[src/rtl/sdr_wb_bridge_if.sv]
// ---------------------------------------------------------------------------
// sdr_wb_bridge_if
// Wishbone classic bus between a bus master and the SDRAM bridge.
//   wb_cyc_i / wb_stb_i / wb_we_i : cycle, strobe, write flag (master -> bridge)
//   wb_sel_i[3:0]                 : byte enables
//   wb_adr_i[31:0]                : byte address
//   wb_dat_i[31:0]                : write data
//   wb_ack_o                      : one-cycle acknowledge (bridge -> master)
//   wb_dat_o[31:0]                : read data
// ---------------------------------------------------------------------------
interface sdr_wb_bridge_if;
    logic        wb_cyc_i;
    logic        wb_stb_i;
    logic        wb_we_i;
    logic [3:0]  wb_sel_i;
    logic [31:0] wb_adr_i;
    logic [31:0] wb_dat_i;
    logic        wb_ack_o;
    logic [31:0] wb_dat_o;

    modport master (
        output wb_cyc_i, wb_stb_i, wb_we_i, wb_sel_i, wb_adr_i, wb_dat_i,
        input  wb_ack_o, wb_dat_o
    );

    modport slave (
        input  wb_cyc_i, wb_stb_i, wb_we_i, wb_sel_i, wb_adr_i, wb_dat_i,
        output wb_ack_o, wb_dat_o
    );
endinterface

[src/rtl/sdr_wb_bridge.sv]
// ---------------------------------------------------------------------------
// sdr_wb_bridge
// Wishbone classic slave in front of an SDRAM controller. Full-word writes
// are posted through a 4-entry FIFO and acked immediately; reads and
// partial writes (read-modify-write) are serviced by an engine once the FIFO
// has drained, which keeps controller-side ordering equal to bus ordering.
// Ports:
//   clk, rst        : clock, synchronous active-high reset
//   wb              : Wishbone slave modport (see sdr_wb_bridge_if)
//   ctl_addr[22:0]  : controller byte address, bits [1:0] always 0
//   ctl_rw          : 1 = write, 0 = read
//   ctl_data_in     : write data to controller
//   ctl_in_valid    : one-cycle request pulse
//   ctl_busy        : controller not ready
//   ctl_data_out    : read data from controller
//   ctl_out_valid   : read data valid pulse
//   rd_err          : sticky read-timeout flag
// ---------------------------------------------------------------------------
module sdr_wb_bridge #(
    parameter logic [31:0] BASE_ADDR  = 32'h3800_0000,
    parameter logic [7:0]  RD_TIMEOUT = 8'd255
) (
    input  logic             clk,
    input  logic             rst,
    sdr_wb_bridge_if.slave   wb,
    output logic [22:0]      ctl_addr,
    output logic             ctl_rw,
    output logic [31:0]      ctl_data_in,
    output logic             ctl_in_valid,
    input  logic             ctl_busy,
    input  logic [31:0]      ctl_data_out,
    input  logic             ctl_out_valid,
    output logic             rd_err
);
    typedef enum logic [2:0] {IDLE, GAP, RD_WAIT, RMW_WAIT, RMW_WR, ACK} state_t;
    typedef enum logic [1:0] {OP_WR, OP_RD, OP_RMW} op_t;

    function automatic logic [31:0] byte_merge(input logic [31:0] mem_word,
                                               input logic [31:0] wr_word,
                                               input logic [3:0]  sel);
        logic [31:0] res;
        for (int i = 0; i < 4; i++)
            res[8*i +: 8] = sel[i] ? wr_word[8*i +: 8] : mem_word[8*i +: 8];
        return res;
    endfunction

    state_t      state, state_nxt;
    op_t         op;
    logic [7:0]  tmo_cnt;
    logic        abandon;

    logic [52:0] fifo_mem [4];
    logic [1:0]  wr_ptr, rd_ptr;
    logic        fifo_full, fifo_empty;

    logic [31:0] req_dat, merge_dat;
    logic [3:0]  req_sel;

    logic hit, full_wr, push, svc_req;
    logic pop, issue_rd, rd_cap, rmw_cap, tmo_hit, tmo_run, rmw_issue, ack_go;
    logic unused_adr;

    assign unused_adr = ^wb.wb_adr_i[1:0];

    assign hit     = wb.wb_cyc_i & wb.wb_stb_i & (wb.wb_adr_i[31:23] == BASE_ADDR[31:23]);
    assign full_wr = wb.wb_we_i & (wb.wb_sel_i == 4'hF);
    // While wb_ack_o is high the master still presents the acked request.
    assign push    = hit & full_wr & ~fifo_full & ~wb.wb_ack_o;
    assign svc_req = hit & ~full_wr & fifo_empty & ~ctl_busy & ~wb.wb_ack_o;

    // Write FIFO: pointers and flags
    always_ff @(posedge clk) begin
        if (rst) begin
            wr_ptr     <= 2'd0;
            rd_ptr     <= 2'd0;
            fifo_full  <= 1'b0;
            fifo_empty <= 1'b1;
        end else begin
            if (push) wr_ptr <= wr_ptr + 2'd1;
            if (pop)  rd_ptr <= rd_ptr + 2'd1;
            case ({push, pop})
                2'b10: begin
                    fifo_empty <= 1'b0;
                    fifo_full  <= ((wr_ptr + 2'd1) == rd_ptr);
                end
                2'b01: begin
                    fifo_full  <= 1'b0;
                    fifo_empty <= ((rd_ptr + 2'd1) == wr_ptr);
                end
                default: ;
            endcase
        end
    end

    // Data-only storage, no reset needed
    always_ff @(posedge clk) begin
        if (push)     fifo_mem[wr_ptr] <= {wb.wb_adr_i[22:2], wb.wb_dat_i};
        if (issue_rd) begin
            req_dat <= wb.wb_dat_i;
            req_sel <= wb.wb_sel_i;
        end
        if (rmw_cap)  merge_dat <= byte_merge(ctl_data_out, req_dat, req_sel);
    end

    // Engine state register
    always_ff @(posedge clk) begin
        if (rst) state <= IDLE;
        else     state <= state_nxt;
    end

    // Engine next state
    always_comb begin
        state_nxt = state;
        case (state)
            IDLE: begin
                if ((~fifo_empty & ~ctl_busy) | svc_req) state_nxt = GAP;
            end
            GAP: begin
                case (op)
                    OP_RD:   state_nxt = ctl_out_valid ? ACK : RD_WAIT;
                    OP_RMW:  state_nxt = ctl_out_valid ? RMW_WR : RMW_WAIT;
                    default: state_nxt = IDLE;
                endcase
            end
            RD_WAIT: begin
                if (ctl_out_valid | (tmo_cnt == RD_TIMEOUT)) state_nxt = ACK;
            end
            RMW_WAIT: begin
                if (ctl_out_valid)                state_nxt = RMW_WR;
                else if (tmo_cnt == RD_TIMEOUT)   state_nxt = ACK;
            end
            RMW_WR: begin
                if (~ctl_busy) state_nxt = ACK;
            end
            ACK:     state_nxt = IDLE;
            default: state_nxt = IDLE;
        endcase
    end

    // Engine output strobes
    always_comb begin
        pop       = 1'b0;
        issue_rd  = 1'b0;
        rd_cap    = 1'b0;
        rmw_cap   = 1'b0;
        tmo_hit   = 1'b0;
        tmo_run   = 1'b0;
        rmw_issue = 1'b0;
        case (state)
            IDLE: begin
                pop      = ~fifo_empty & ~ctl_busy;
                issue_rd = svc_req;
            end
            GAP: begin
                rd_cap  = ctl_out_valid & (op == OP_RD);
                rmw_cap = ctl_out_valid & (op == OP_RMW);
            end
            RD_WAIT, RMW_WAIT: begin
                rd_cap  = ctl_out_valid & (state == RD_WAIT);
                rmw_cap = ctl_out_valid & (state == RMW_WAIT);
                tmo_hit = ~ctl_out_valid & (tmo_cnt == RD_TIMEOUT);
                tmo_run = ~ctl_out_valid & (tmo_cnt != RD_TIMEOUT);
            end
            RMW_WR:  rmw_issue = ~ctl_busy;
            default: ;
        endcase
        ack_go = (state_nxt == ACK);
    end

    // Registered bus and controller outputs
    always_ff @(posedge clk) begin
        if (rst) begin
            wb.wb_ack_o  <= 1'b0;
            wb.wb_dat_o  <= 32'h0;
            ctl_in_valid <= 1'b0;
            ctl_rw       <= 1'b0;
            ctl_addr     <= 23'h0;
            ctl_data_in  <= 32'h0;
            rd_err       <= 1'b0;
            tmo_cnt      <= 8'h0;
            op           <= OP_WR;
            abandon      <= 1'b0;
        end else begin
            // A dropped cycle still finishes on the controller side but never acks.
            wb.wb_ack_o  <= push | (ack_go & ~abandon & wb.wb_cyc_i);
            ctl_in_valid <= pop | issue_rd | rmw_issue;
            if (pop) begin
                ctl_addr    <= {fifo_mem[rd_ptr][52:32], 2'b00};
                ctl_rw      <= 1'b1;
                ctl_data_in <= fifo_mem[rd_ptr][31:0];
                op          <= OP_WR;
            end
            if (issue_rd) begin
                ctl_addr <= {wb.wb_adr_i[22:2], 2'b00};
                ctl_rw   <= 1'b0;
                op       <= wb.wb_we_i ? OP_RMW : OP_RD;
                tmo_cnt  <= 8'h0;
                abandon  <= 1'b0;
            end else begin
                if (state != IDLE && !wb.wb_cyc_i) abandon <= 1'b1;
                if (tmo_run) tmo_cnt <= tmo_cnt + 8'd1;
            end
            if (rmw_issue) begin
                ctl_rw      <= 1'b1;
                ctl_data_in <= merge_dat;
            end
            if (rd_cap) wb.wb_dat_o <= ctl_data_out;
            if (tmo_hit) begin
                rd_err <= 1'b1;
                if (op == OP_RD) wb.wb_dat_o <= 32'hDEAD_BEEF;
            end
        end
    end
endmodule

[src/flat_wrapper.sv]
// flat-port wrapper written by rule: the top's interface ports become plain ports
module sdr_wb_bridge_flat 
#(
    parameter logic [31:0] BASE_ADDR  = 32'h3800_0000,
    parameter logic [7:0]  RD_TIMEOUT = 8'd255
)
  (clk, rst, ctl_addr, ctl_rw, ctl_data_in, ctl_in_valid, ctl_busy, ctl_data_out, ctl_out_valid, rd_err, wb_wb_cyc_i, wb_wb_stb_i, wb_wb_we_i, wb_wb_sel_i, wb_wb_adr_i, wb_wb_dat_i, wb_wb_ack_o, wb_wb_dat_o);
  sdr_wb_bridge_if wb_i ();
  input  logic clk;
  input  logic rst;
  output logic [22:0] ctl_addr;
  output logic ctl_rw;
  output logic [31:0] ctl_data_in;
  output logic ctl_in_valid;
  input  logic ctl_busy;
  input  logic [31:0] ctl_data_out;
  input  logic ctl_out_valid;
  output logic rd_err;
  input wire logic [$bits(wb_i.wb_cyc_i)-1:0] wb_wb_cyc_i;
  input wire logic [$bits(wb_i.wb_stb_i)-1:0] wb_wb_stb_i;
  input wire logic [$bits(wb_i.wb_we_i)-1:0] wb_wb_we_i;
  input wire logic [$bits(wb_i.wb_sel_i)-1:0] wb_wb_sel_i;
  input wire logic [$bits(wb_i.wb_adr_i)-1:0] wb_wb_adr_i;
  input wire logic [$bits(wb_i.wb_dat_i)-1:0] wb_wb_dat_i;
  output wire logic [$bits(wb_i.wb_ack_o)-1:0] wb_wb_ack_o;
  output wire logic [$bits(wb_i.wb_dat_o)-1:0] wb_wb_dat_o;
  assign wb_i.wb_cyc_i = wb_wb_cyc_i;
  assign wb_i.wb_stb_i = wb_wb_stb_i;
  assign wb_i.wb_we_i = wb_wb_we_i;
  assign wb_i.wb_sel_i = wb_wb_sel_i;
  assign wb_i.wb_adr_i = wb_wb_adr_i;
  assign wb_i.wb_dat_i = wb_wb_dat_i;
  assign wb_wb_ack_o = wb_i.wb_ack_o;
  assign wb_wb_dat_o = wb_i.wb_dat_o;
  sdr_wb_bridge #(.BASE_ADDR(BASE_ADDR), .RD_TIMEOUT(RD_TIMEOUT)) u_core (.clk(clk), .rst(rst), .wb(wb_i), .ctl_addr(ctl_addr), .ctl_rw(ctl_rw), .ctl_data_in(ctl_data_in), .ctl_in_valid(ctl_in_valid), .ctl_busy(ctl_busy), .ctl_data_out(ctl_data_out), .ctl_out_valid(ctl_out_valid), .rd_err(rd_err));
endmodule
[config.mk]
export PLATFORM = sky130hd
export DESIGN_NAME = sdr_wb_bridge_flat
export DESIGN_NICKNAME = d
export VERILOG_FILES = /design/src/rtl/sdr_wb_bridge_if.sv /design/src/rtl/sdr_wb_bridge.sv /design/src/flat_wrapper.sv
export SDC_FILE = /design/constraint.sdc
export NUM_CORES = 1
export LEC_CHECK = 0
export BUFFER_PORTS_ARGS = -buffer_cell sky130_fd_sc_hd__buf_2
export CAP_MARGIN = 20
export CORE_MARGIN = 8
export CORE_UTILIZATION = 45
export CTS_CLUSTER_DIAMETER = 40
export DETAILED_ROUTE_END_ITERATION = 8
export MAX_ROUTING_LAYER = met4
export PLACE_DENSITY = 0.68
export SKIP_CTS_REPAIR_TIMING = 1
export SLEW_MARGIN = 40
export SYNTH_ARGS = -nofsm -noshare
export SYNTH_HDL_FRONTEND = slang
export SYNTH_SLANG_ARGS = --single-unit
[constraint.sdc]
create_clock -name clk -period 9.4 [get_ports clk]
set_input_delay 0.47 -clock clk [delete_from_list [all_inputs] [get_ports clk]]
set_output_delay 0.47 -clock clk [all_outputs]
set_load 0.05 [all_outputs]
== Word level (Yosys, flattened, before mapping) ==
Memories as Yosys holds them, arrays and structs flattened. A register that Yosys moved wholly into a read port is not among the register bits.
Cells that the tools add are included.

* Muxes and demuxes: 39
* Bitwise operators: 31
* $add $sub $neg: 3
* Reduce and logical (&&, ||, !) cells: 10
* Eq/ne operators: 15

{| class="wikitable"
|+ Operators by type and width
! operator !! number
|-
| 2-to-1 mux 32 bit || 5
|-
| 2-to-1 mux 23 bit || 2
|-
| 2-to-1 mux 8 bit || 4
|-
| 2-to-1 mux 3 bit || 7
|-
| AND 1 bit || 19
|-
| one-hot mux 3 bit (5 select lines) || 1
|-
| 2-to-1 mux 1 bit || 10
|-
| 2-to-1 mux 2 bit || 5
|-
| equality test 9 x 7 -> 1 bit, second input constant || 1
|-
| adder 8 x 1 -> 8 bit, second input constant || 1
|-
| equality test 8 bit, second input constant || 1
|-
| inequality test 8 bit, second input constant || 1
|-
| one-hot mux 1 bit (2 select lines) || 4
|-
| NOT 1 bit || 7
|-
| equality test 3 x 2 -> 1 bit, second input constant || 2
|-
| equality test 3 bit, second input constant || 2
|-
| one-hot mux 3 bit (2 select lines) || 1
|-
| nonzero test 2 bit || 3
|-
| nonzero test 3 bit || 2
|-
| OR 1 bit || 5
|-
| adder 2 x 1 -> 2 bit, second input constant || 2
|-
| equality test 2 x 1 -> 1 bit, second input constant || 2
|-
| equality test 2 bit || 2
|-
| equality test 2 bit, second input constant || 2
|-
| 6 further kinds || 7
|}

* Flip-flop bits (word level): 177
* Input bits: 107
* Output and inout port bits: 91
* Memories: 1
* Logic and storage cells: 117
* RAM bits: 212

{| class="wikitable"
|+ Memory list
! name !! words !! width !! rd ports !! clocked after Yosys merged registers in !! write ports !! RTL line !! text
|-
| u_core.fifo_mem || 4 || 53 || 1 || 1 || 1 || sdr_wb_bridge.sv:52 || <nowiki>logic [52:0] fifo_mem [4];</nowiki>
|}

== Depth between registers and ports, before layout ==
Gate-level depths: netlist of run 1.

* Depth after elaboration: 14
* Mapped depth: 10
* Gate-level depth less buffers: 8

== Least setup slack after synthesis of run 1 ==
No wires, ideal clock.

* Path type: input to register
* Start: input port wb_wb_adr_i[23]
* End: memory u_core.fifo_mem[0][0] (enable)
* Required time: 8.984 ns
* Arrival: 2.965 ns
* Library setup time: 0.416 ns
* Buffers on the path: 0
* Setup slack: 6.019 ns
* Cell stages on the path: 4
* Cells stage by stage: or4_4 -> or3_4 -> nor3_4 -> and2_1

* Longest elaborated chain between the ends: 7

{| class="wikitable"
|+ RTL lines
! what !! RTL line !! text
|-
| start: declaration || flat_wrapper.sv:23 || <nowiki>input wire logic [$bits(wb_i.wb_adr_i)-1:0] wb_wb_adr_i;</nowiki>
|-
| equality test 9 x 7 -> 1 bit || sdr_wb_bridge.sv:65 || <nowiki>assign hit = wb.wb_cyc_i & wb.wb_stb_i & (wb.wb_adr_i[31:23] == BASE_ADDR[31:23]);</nowiki>
|-
| AND 1 bit || sdr_wb_bridge.sv:65 ||
|-
| AND 1 bit (3 in a row) || sdr_wb_bridge.sv:68 || <nowiki>assign push = hit & full_wr & ~fifo_full & ~wb.wb_ack_o;</nowiki>
|-
| 2-to-1 mux 1 bit || sdr_wb_bridge.sv:97 || <nowiki>if (push) fifo_mem[wr_ptr] <= {wb.wb_adr_i[22:2], wb.wb_dat_i};</nowiki>
|-
| 2-to-1 mux 1 bit (not written as such) || sdr_wb_bridge.sv:97 ||
|-
| end: declaration || sdr_wb_bridge.sv:52 ||
|}

No other way between the ends.

== Worst setup path in the final report of run 1 ==
* Start: register u_core.state[1]
* End: register u_core.ctl_addr[2]

* Longest elaborated chain between the ends: 3
* Elaborated cells on any way between the ends: 5
* Classes of those cells: mux: 3; reduce/logical: 2

{| class="wikitable"
|+ RTL lines
! what !! RTL line !! text
|-
| start: declaration || sdr_wb_bridge.sv:47 || <nowiki>state_t state, state_nxt;</nowiki>
|-
| start signal: assignment || sdr_wb_bridge.sv:108 || <nowiki>else state <= state_nxt;</nowiki>
|-
| logical NOT 3 bit (*) || sdr_wb_bridge.sv:149 || <nowiki>case (state)</nowiki>
|-
| 2-to-1 mux 1 bit || sdr_wb_bridge.sv:149 ||
|-
| 2-to-1 mux 23 bit or nonzero test 2 bit (tied branches) || -- ||
|-
| end signal: assignment || sdr_wb_bridge.sv:188 || <nowiki>ctl_addr <= {fifo_mem[rd_ptr][52:32], 2'b00};</nowiki>
|-
| end signal: assignment || sdr_wb_bridge.sv:194 || <nowiki>ctl_addr <= {wb.wb_adr_i[22:2], 2'b00};</nowiki>
|-
| end: declaration || sdr_wb_bridge.sv:26 || <nowiki>output logic [22:0] ctl_addr,</nowiki>
|}

Every way passes the cells marked *; elsewhere a longest branch is shown, timed or not.
A chain may end at the register's enable or synchronous reset.

==> flow_metrics.py, run 1 <==
metrics = {
    "setup_path": {
        "path_class": "flop to flop",
        "cp.arrival_ns": 3.74,
        "end_kind": "flop",
        "r2r_start": "u_core.state[1]$_SDFF_PP0_",
        "cp_max_fo": 53,
        "worst-endpoint-required_ns": 9.85,
        "crit_path_start_kind": "flop",
        "cp_slowest_cell": "or4_1",
        "path_cells": "or4_1 > a31oi_1 > nand4_2 > buf_4 > clkinv_2 > buf_6 > a22oi_1 > a21oi_1",
        "startpoint": "u_core.state[1]$_SDFF_PP0_",
        "slowest_delay_ns": 0.57,
    },
    "die": {
        "fp.dieW_um": 199,
        "core-area_um2": 33200,
        "io_pins": 198,
        "die_area_um2": 39400,
        "rows": 67,
        "initial_core_util": 0.452,
        "dieHeight_um": 199,
    },
    "yosys": {
        "synth_top_area_cell": "edfxtp_1",
        "synth_area_um2": 15000,
        "synth_cell_types": 53,
        "synth_seq_area_share": 0.708,
        "synthFlopType": "edfxtp_1",
        "yosysWarnings": 0,
        "yosys-top-cells-count": "280 x edfxtp_1, 151 x nand2_1, 111 x dfxtp_1",
        "synth_seq_cells": 391,
        "synth_area_per_cell_um2": 15.5,
        "yosysMostFrequentCell": "edfxtp_1",
        "syn_inst": 969,
        "synth_edf_count": 280,
        "synth_top_area_share": 0.560,
        "async_reset_ff_frac": 0,
        "yosys-top-cells-area": "edfxtp_1 56%, dfxtp_1 15%, mux4_2 8.0%",
    },
    "drt": {
        "vias": 8922,
        "drt_first_iter_violations": 503,
        "wirelength_mm": 36.3,
        "dr.pass1.iters": 5,
        "avgRoutedWirePerCell_um": 22.0,
        "ant_nets": 0,
        "drc": 0,
        "routed_via_density": 5.40,
    },
    "sta": {
        "report.final.hold_viol_count": 0,
        "final-setup-viol-count": 0,
        "fin_skew_ns": 0.0181,
        "fin_crit_sh": 0.350,
        "grt_setup_unrepaired": "no",
        "fin_crit_ns": 3.29,
        "tightest_slew_ns": 0.839,
        "tns_ns": 0,
        "clock.fmax_ghz": 0.304,
        "slew_headroom": 0.441,
        "maxSlewViolCount": 0,
        "setup_ws_ns": 6.11,
    },
    "clock_tree": {
        "worstSkewPairLatency_ns": 0.53,
        "cts_made_buffers": 48,
        "htree_levels": 2,
        "tritoncts": "yes",
        "cts.sinks": 391,
        "clockRootBuffer": "clkbuf_16",
        "clock_path_buffers": 3,
        "clk_pin_slew_worst_paths_ns": 0.06,
    },
    "global_routing": {
        "first_global_vias": 9307,
        "grt_overflow_total": 0,
        "grt_pass1_wl_mm": 54.9,
        "track_usage": 0.187,
        "grt_max_degree": 58,
        "antenna_found_initial": 3,
    },
    "cells_and_area": {
        "drive_gt1_frac": 0.352,
        "regArea_um2": 10600,
        "nets": 1277,
        "multiInputGateArea_um2": 4060,
        "area.growth.synth_to_final_pct": 20.7,
        "n_fill_cell": 2727,
    },
    "placed_design": {
        "io_buffers": 193,
        "dp_hpwl_mm": 22.2,
        "pre_cts_slack_ns": 5.87,
        "gp_congestion": 0.756,
    },
    "min_path": {
        "min_from": "wb_wb_dat_i[2]",
        "hold_path.class": "primary input to flop",
    },
    "run_status": {
        "status": "finished clean",
    },
    "power": {
        "ir_drop_mv": 0.135,
        "p_leak_nw": 6.21,
        "finalPower_mw": 3.77,
        "powerDensity_nw_per_um2": 208,
    },
    "job": {
        "drv_cap": 0,
    },
}
-- layout make-up --
cell class | instances | area share
well taps | 448 | 0.0309
clock inverters | 29 | 0.0190
repair buffers | 208 | 0.0642
multi-input cells | 505 | 0.224
inverters | 8 | 0.00173
diodes | 3 | 0.000414
flip-flops and latches | 391 | 0.587
clock buffers | 59 | 0.0720
-- where the power goes --
part | leakage (nW) | switching [mW] | total [mW] | internal (mW)
Sequential | 3.41 | 0.0000360 | 1.84 | 1.84
Combinational | 2.01 | 0.0389 | 0.0603 | 0.0214
Clock | 0.788 | 0.710 | 1.87 | 1.16
-- cells by family (layout without fill, tap and decap cells) --
group                      after synthesis  count (layout)  synth area share
DFF                                    391             391             0.708
AOI/OAI and AO/OA                      121             121            0.0693
and+or+nand+nor                        275             275            0.0804
adders and majority gates                8               8           0.00667
xor gates and xnor gates                11              11           0.00642
buffers and inverters                   74             304            0.0231
muxes                                   88              88             0.106
other                                    1               5          0.000250
-- critical path, delay by kind of cell (launching register included) --
| family | cells | cell delay, ns |
|---|---|---|
| flops | 1 | 0.40 |
| simple gates | 2 | 1.13 |
| compound gates | 3 | 0.67 |
| buf+inv | 3 | 1.01 |
-- worst paths after layout --
| kind | to | slack (ns) | cells after the start |
|---|---|---|---|
| setup / recovery | u_core.ctl_addr[2]$_SDFFE_PP0P_ | 6.11 | 8 |
| hold reg to reg | u_core.wb.wb_dat_o[8]$_SDFF_PP0_ | 0.45 | 2 |
| setup reg to reg | u_core.ctl_addr[2]$_SDFFE_PP0P_ | 6.11 | 8 |
| hold / removal | u_core.req_dat[2]$_DFFE_PP_ | 0.17 | 1 |
-- registers in the layout, indices dropped and copies added (netlist names), 2 cells and up, named ones only --
signal              cells
u_core.ctl_data_in     32
u_core.req_sel          4
u_core.merge_dat       32
u_core.req_dat         32
u_core.wr_ptr           2
u_core.rd_ptr           2
u_core.op               2
u_core.fifo_mem       212
u_core.ctl_addr        21
u_core.tmo_cnt          8
u_core.state            3
u_core.wb.wb_dat_o     32
-- stage by stage --
| stage | instance area (um2) | utilization | hold slack, ns | instances |
|---|---|---|---|---|
| finish | 18100 | 0.546 | 0.168 | 1651 |
| detailed placement | 16500 | 0.496 | 0.447 | 1560 |
| floorplan | 15000 | - | 0.433 | 970 |
| global route | 18100 | 0.546 | 0.157 | 1651 |
| CTS | 18100 | 0.545 | 0.142 | 1648 |
| global placement | 16300 | 0.492 | 0.438 | 1554 |
-- cell usage in the layout, fill, tap and decap left out, types with 15 or more instances in the layout --
| master | instances |
|---|---|
| dfxtp_1 | 109 |
| buf_2 | 192 |
| a21oi_1 | 29 |
| mux2_2 | 32 |
| nor2_1 | 63 |
| nand3_1 | 20 |
| a31oi_1 | 28 |
| a22oi_1 | 15 |
| clkbuf_16 | 49 |
| nand2_1 | 151 |
| edfxtp_1 | 280 |
| a311oi_2 | 30 |
| mux4_2 | 53 |
-- metal layers --
metal,track usage,share of wire,wire [um]
met1,0.237,0.43,15400
met5,-,0,0
met4,0.0500,0.018,655
met2,0.310,0.49,18000
met3,0.0333,0.062,2260
Note: power is estimated with default switching activity, not from simulation.
==> inputs of run 2 (changes only) <==
- ABC_AREA: unset -> 1
- PLACE_DENSITY: 0.68 -> 0.7
- clock period: 9.4 -> 2.7 ns (I/O delays scaled with it)
==> run 2 against run 1 <==
  * The flow now finishes with violations (hold timing)
  * Clock-buffer cell count shrank 2
  * Hold slack lost 0.21 ns
  * First-iteration DRC count grew 61%
  * Synthesized cell count grew 39%
  * Total power grew to 3.5 times the previous value
  * Sequential power grew to 3.5 times the previous value
  * Area after synthesis grew 1.1%
  * Sequential share of layout area shrank 3.2 points
  * Largest power group unchanged
==> flow_metrics.py, run 2 <==
metrics = {
    "run_status": {
        "status": "finished with violations",
        "violations": "hold timing",
    },
    "yosys": {
        "synth_mux_area_frac": 0,
        "synth-xor-area-share": 0.00520,
        "yosysWarnings": 0,
        "synthFlopType": "edfxtp_1",
        "synth_area_um2": 15200,
        "synth_adder_area_share": 0.00660,
        "synth_cell_types": 37,
        "synth-simple-area-share": 0.113,
        "synth_edf_count": 280,
        "synth_top_area_cell": "edfxtp_1",
        "synth_seq_area_share": 0.701,
        "async_reset_ff_frac": 0,
        "synth_compound_area_frac": 0.128,
        "synth_seq_cells": 391,
        "yosys-top-cells-count": "280 x edfxtp_1, 192 x nand2_1, 169 x nor2_1",
        "syn_inst": 1349,
        "synth_area_per_cell_um2": 11.2,
        "yosys-top-cells-area": "edfxtp_1 55%, dfxtp_1 15%, o21ai_0 5.3%",
        "synth_top_area_share": 0.554,
        "synth_top_family_by_area": "compound AO/OA/AOI/OAI gates",
        "yosysMostFrequentCell": "edfxtp_1",
    },
    "power": {
        "p_leak_nw": 7.44,
        "ir_drop_mv": 0.458,
        "powerDensity_nw_per_um2": 692,
    },
    "die": {
        "die_area_um2": 39800,
        "core-area_um2": 33400,
        "fp.dieW_um": 200,
        "initial_core_util": 0.455,
        "io_pins": 198,
        "rows": 67,
        "dieHeight_um": 200,
    },
    "sta": {
        "tightest_slew_ns": 0.759,
        "slew_headroom": 0.494,
        "report.final.hold_viol_count": 15,
        "maxSlewViolCount": 0,
        "grt_setup_unrepaired": "no",
        "hold-worst-slack_ns": -0.0372,
        "clock.fmax_ghz": 0.470,
        "fin_crit_ns": 2.13,
        "fin_crit_sh": 0.787,
        "final-setup-viol-count": 0,
        "fin_skew_ns": 0.0199,
    },
    "clock_tree": {
        "tritoncts": "yes",
        "clock_path_buffers": 3,
        "worstSkewPairLatency_ns": 0.55,
        "clockRootBuffer": "clkbuf_16",
        "clk_pin_slew_worst_paths_ns": 0.06,
        "htree_levels": 2,
        "cts_made_buffers": 49,
        "cts.sinks": 391,
    },
    "setup_path": {
        "worst-endpoint-required_ns": 2.91,
        "r2r_start": "u_core.state[2]$_SDFF_PP0_",
        "path_cells": "dlygate4sd3_1 > buf_2 > nand2_1 > nor2_1 > nand2_1 > inv_1 > nand2_1 > nor2_1 > clkinv_1 > nor2_4 > buf_4",
        "r2r_cells": 9,
        "cp_common_cell": "nand2_1",
        "cp_max_fo": 21,
        "path_class": "primary input to flop",
        "end_kind": "flop",
        "crit_family": "buffers and inverters",
        "crit_path_start_kind": "primary input",
        "slowest_delay_ns": 0.56,
        "r2r-end": "u_core.wb.wb_dat_o[3]$_SDFF_PP0_",
        "cp.arrival_ns": 2.33,
        "rrSetupSlack_ns": 0.68,
        "cp_slowest_cell": "dlygate4sd3_1",
        "cp_num_buf_inv": 5,
    },
    "global_routing": {
        "track_usage": 0.188,
        "grt-busiest-layer": "met2",
        "antenna_found_initial": 5,
        "grt_overflow_total": 0,
        "grt_use_met2": 0.287,
        "first_global_vias": 10236,
        "grt_max_degree": 107,
        "grt_pass1_wl_mm": 56.8,
        "use_met3": 0.0423,
        "grtUsageMet1": 0.254,
    },
    "cells_and_area": {
        "stdcell_count": 2116,
        "final_common_cell": "edfxtp_1",
        "layout_common_cells": "280 x edfxtp_1, 193 x buf_2, 192 x nand2_1, 165 x nor2_1, 160 x o21ai_0",
        "largest_reg_flops": 212,
        "area.growth.synth_to_final_pct": 26.3,
        "nets": 1737,
        "regMostFlops": "u_core.fifo_mem",
        "drive_gt1_frac": 0.202,
    },
    "job": {
        "drv_cap": 0,
    },
    "min_path": {
        "min_path_cells": 3,
        "min_from": "ctl_data_out[28]",
        "min_to": "u_core.merge_dat[28]$_DFFE_PP_",
        "hold_path.class": "primary input to flop",
    },
    "drt": {
        "wirelength_mm": 37.9,
        "dr.pass1.iters": 5,
        "routed_via_density": 5.17,
        "ant_nets": 0,
        "drt_first_iter_violations": 809,
        "drc": 0,
        "vias": 10946,
        "avgRoutedWirePerCell_um": 17.9,
    },
    "placed_design": {
        "dp_hpwl_mm": 24.5,
        "io_buffers": 193,
        "gp_congestion": 0.813,
        "dpl.cell_count": 1946,
    },
}
## run 2: logic make-up after synthesis
logic type | after synthesis
DFF | 391
xor gates and xnor gates | 9
adders and majority gates | 8
other | 1
buffers and inverters | 172
and+or+nand+nor | 421
AOI/OAI and AO/OA | 347
## run 2: cell type report
type | instances | area (um2)
repair buffers | 299 | 2010
fillers | 2803 | 14200
multi-input cells | 787 | 3900
flip-flops and latches | 391 | 10600
clock buffers | 57 | 1280
clock inverters | 35 | 404
well taps | 448 | 561
inverters | 94 | 354
diodes | 5 | 12.5
## run 2: per-stage QoR
step / total power, mW / TNS, ns / area (um2) / worst slack (ns) / util
finish: 13.3 / 0 / 19200 / 0.574 / 0.574
global route: 13.6 / 0 / 19200 / 0.385 / 0.574
CTS: 13.3 / 0 / 18400 / 0.686 / 0.552
detailed placement: 6.74 / 0 / 16700 / 0.568 / 0.502
global placement: 6.74 / 0 / 16700 / 0.565 / 0.501
floorplan: 6.60 / -44.82 / 15200 / -0.211 / -
## run 2: how the worst max path moves through the flow
stage,start,to,depth (start not counted)
after floorplan,u_core.wb.wb_ack_o$_SDFF_PP0_,u_core.fifo_mem[0][0]$_DFFE_PP_,5
after global placement,wb_wb_adr_i[30],u_core.fifo_mem[0][47]$_DFFE_PP_,7
after detailed placement,wb_wb_adr_i[26],u_core.fifo_mem[0][47]$_DFFE_PP_,7
after CTS,u_core.state[2]$_SDFF_PP0_,u_core.wb.wb_dat_o[3]$_SDFF_PP0_,9
after global routing,wb_wb_sel_i[2],u_core.fifo_mem[0][50]$_DFFE_PP_,11
final,wb_wb_sel_i[2],u_core.fifo_mem[0][50]$_DFFE_PP_,11
## run 2: power by group
part           total (mW)  switching, mW  internal [mW]
logic               0.297          0.160          0.137
registers            6.41       0.000143           6.41
clock network        6.55           2.52           4.03
## run 2: worst min-delay path, cell delays in order
cell and delay [ns]:
buf_2 0.07, inv_1 0.06, o21ai_0 0.13
## run 2: metal layers
| metal | routed length, um | vias up |
|---|---|---|
| met2 | 17200 | 388 |
| met1 | 17400 | 5225 |
| met4 | 562 | 0 |
| li1 | - | 5290 |
| met5 | 0 | - |
| met3 | 2820 | 43 |
==> inputs of run 3 (changes only) <==
- clock period: 2.7 -> 1.8 ns (I/O delays scaled with it)
==> run 3 against run 2 <==
  * The flow still finishes with violations (hold timing)
  * Clock power grew 36%
  * Critical path type is now flop to flop
  * Total power up 43%
  * Combinational power rose by 64%
==> flow_metrics.py, run 3 (synthesized netlist as in run 2, its figures left out) <==
metrics = {
    "setup_path": {
        "r2r-end": "u_core.ctl_addr[14]$_SDFFE_PP0P_",
        "crit_path_start_kind": "flop",
        "r2r_start": "u_core.state[1]$_SDFF_PP0_",
        "path_class": "flop to flop",
        "startpoint": "u_core.state[1]$_SDFF_PP0_",
        "r2r_cells": 8,
        "cp_max_fo": 28,
        "end_kind": "flop",
        "cp.arrival_ns": 2.15,
        "worst-endpoint-required_ns": 2.24,
        "rrSetupSlack_ns": 0.1,
    },
    "drt": {
        "routed_via_density": 5.21,
        "avgRoutedWirePerCell_um": 18.7,
        "dr.pass1.iters": 5,
        "wirelength_mm": 39.9,
        "drt_first_iter_violations": 935,
        "drc": 0,
        "ant_nets": 0,
        "vias": 11128,
    },
    "min_path": {
        "min_path_cells": 3,
        "min_to": "u_core.merge_dat[31]$_DFFE_PP_",
        "hold_path.class": "primary input to flop",
        "min_from": "ctl_data_out[31]",
    },
    "run_status": {
        "status": "finished with violations",
        "violations": "hold timing",
    },
    "sta": {
        "maxSlewViolCount": 0,
        "fin_crit_sh": 0.947,
        "hold-worst-slack_ns": -0.0552,
        "fin_skew_ns": 0.0322,
        "clock.fmax_ghz": 0.587,
        "fin_crit_ns": 1.70,
        "tightest_slew_ns": 0.661,
        "final-setup-viol-count": 0,
        "report.final.hold_viol_count": 5,
        "slew_headroom": 0.559,
    },
    "die": {
        "core-area_um2": 33400,
        "dieHeight_um": 200,
        "initial_core_util": 0.455,
        "die_area_um2": 39800,
        "rows": 67,
        "fp.dieW_um": 200,
        "io_pins": 198,
    },
    "global_routing": {
        "grt_pass1_wl_mm": 58.5,
        "grt_max_degree": 65,
        "first_global_vias": 10232,
        "grt_overflow_total": 0,
        "track_usage": 0.195,
        "antenna_found_initial": 5,
    },
    "cells_and_area": {
        "area.growth.synth_to_final_pct": 28.0,
        "regMostFlops": "u_core.fifo_mem",
        "nets": 1758,
        "largest_reg_flops": 212,
        "fin_area_um2": 19400,
        "final_common_cell": "edfxtp_1",
        "stdcell_count": 2134,
        "drive_gt1_frac": 0.206,
        "final_util": 0.582,
        "layout_common_cells": "280 x edfxtp_1, 193 x buf_2, 192 x nand2_1, 163 x nor2_1, 160 x o21ai_0",
    },
    "placed_design": {
        "gp_congestion": 0.824,
        "dp_hpwl_mm": 26.2,
        "dpl.cell_count": 1955,
        "placed_area_um2": 17000,
        "io_buffers": 193,
    },
    "clock_tree": {
        "worstSkewPairLatency_ns": 0.55,
        "clockRootBuffer": "clkbuf_16",
        "tritoncts": "yes",
        "htree_levels": 2,
        "clock_path_buffers": 3,
        "cts_made_buffers": 47,
        "cts.sinks": 391,
        "clk_pin_slew_worst_paths_ns": 0.06,
    },
    "power": {
        "p_leak_nw": 7.55,
        "ir_drop_mv": 0.765,
        "powerDensity_nw_per_um2": 978,
    },
    "job": {
        "drv_cap": 0,
    },
}
run 3: cell types whose count changed in the layout (fill, tap and decap cells not counted), moves of 3 or more:
cell	previous run	this run
inv_6	7	4
dfxtp_1	109	105
buf_12	5	21
buf_4	27	21
bufinv_16	6	3
dlygate4sd3_1	73	87
clkbuf_16	50	47
run 3: metal layers:
layer  up-vias  part of all wire  track usage
li1       5338                 -            -
met1      5292              0.42        0.264
met2       446              0.47        0.292
met3        52             0.091       0.0456
met4         0             0.016       0.0545
met5         -                 0            -
run 3: how the worst max path moves through the flow:
stage	endpoint	slack (ns)
floorplan	u_core.merge_dat[0]$_DFFE_PP_	-0.40
global placement	u_core.fifo_mem[0][52]$_DFFE_PP_	0.007
detailed placement	u_core.fifo_mem[0][33]$_DFFE_PP_	0.009
CTS	u_core.ctl_data_in[12]$_SDFFE_PP0P_	0.05
global route	u_core.fifo_mem[0][50]$_DFFE_PP_	-0.01
finish	u_core.ctl_addr[14]$_SDFFE_PP0P_	0.1
run 3: metrics by stage:
stage                     TNS (ns)  hold WS, ns  power, mW  setup WS [ns]
after global placement           0        0.289       10.1        0.00692
after CTS                        0       -0.264       19.0         0.0525
after detailed placement         0        0.292       10.1        0.00944
final                            0      -0.0552       19.0         0.0952
after global routing       -0.0593      0.00677       19.5        -0.0120
after floorplan             -60.76        0.189       9.90         -0.401
run 3: final cells by class:
class                   instances  area [um2]
flip-flops and latches        391       10600
fillers                      2708       13900
repair buffers                322        2410
multi-input cells             787        3940
well taps                     448         561
diodes                          6        15.0
clock inverters                31         278
clock buffers                  55        1210
inverters                      94         364
run 3: worst max-delay path: stages, from the launching register on:
cell and delay [ns]:
dfxtp_2 0.35, nor2_4 0.15, nand2_1 0.11, nor2_2 0.17, nand3_2 0.12, nor2_4 0.21, buf_12 0.24, nand2_1 0.07
a31oi_1 0.18
run 3: report_power, final:
| group | switching, mW | internal [mW] |
|---|---|---|
| sequential | 0.000216 | 9.62 |
| combinational | 0.259 | 0.227 |
| clock | 3.61 | 5.27 |
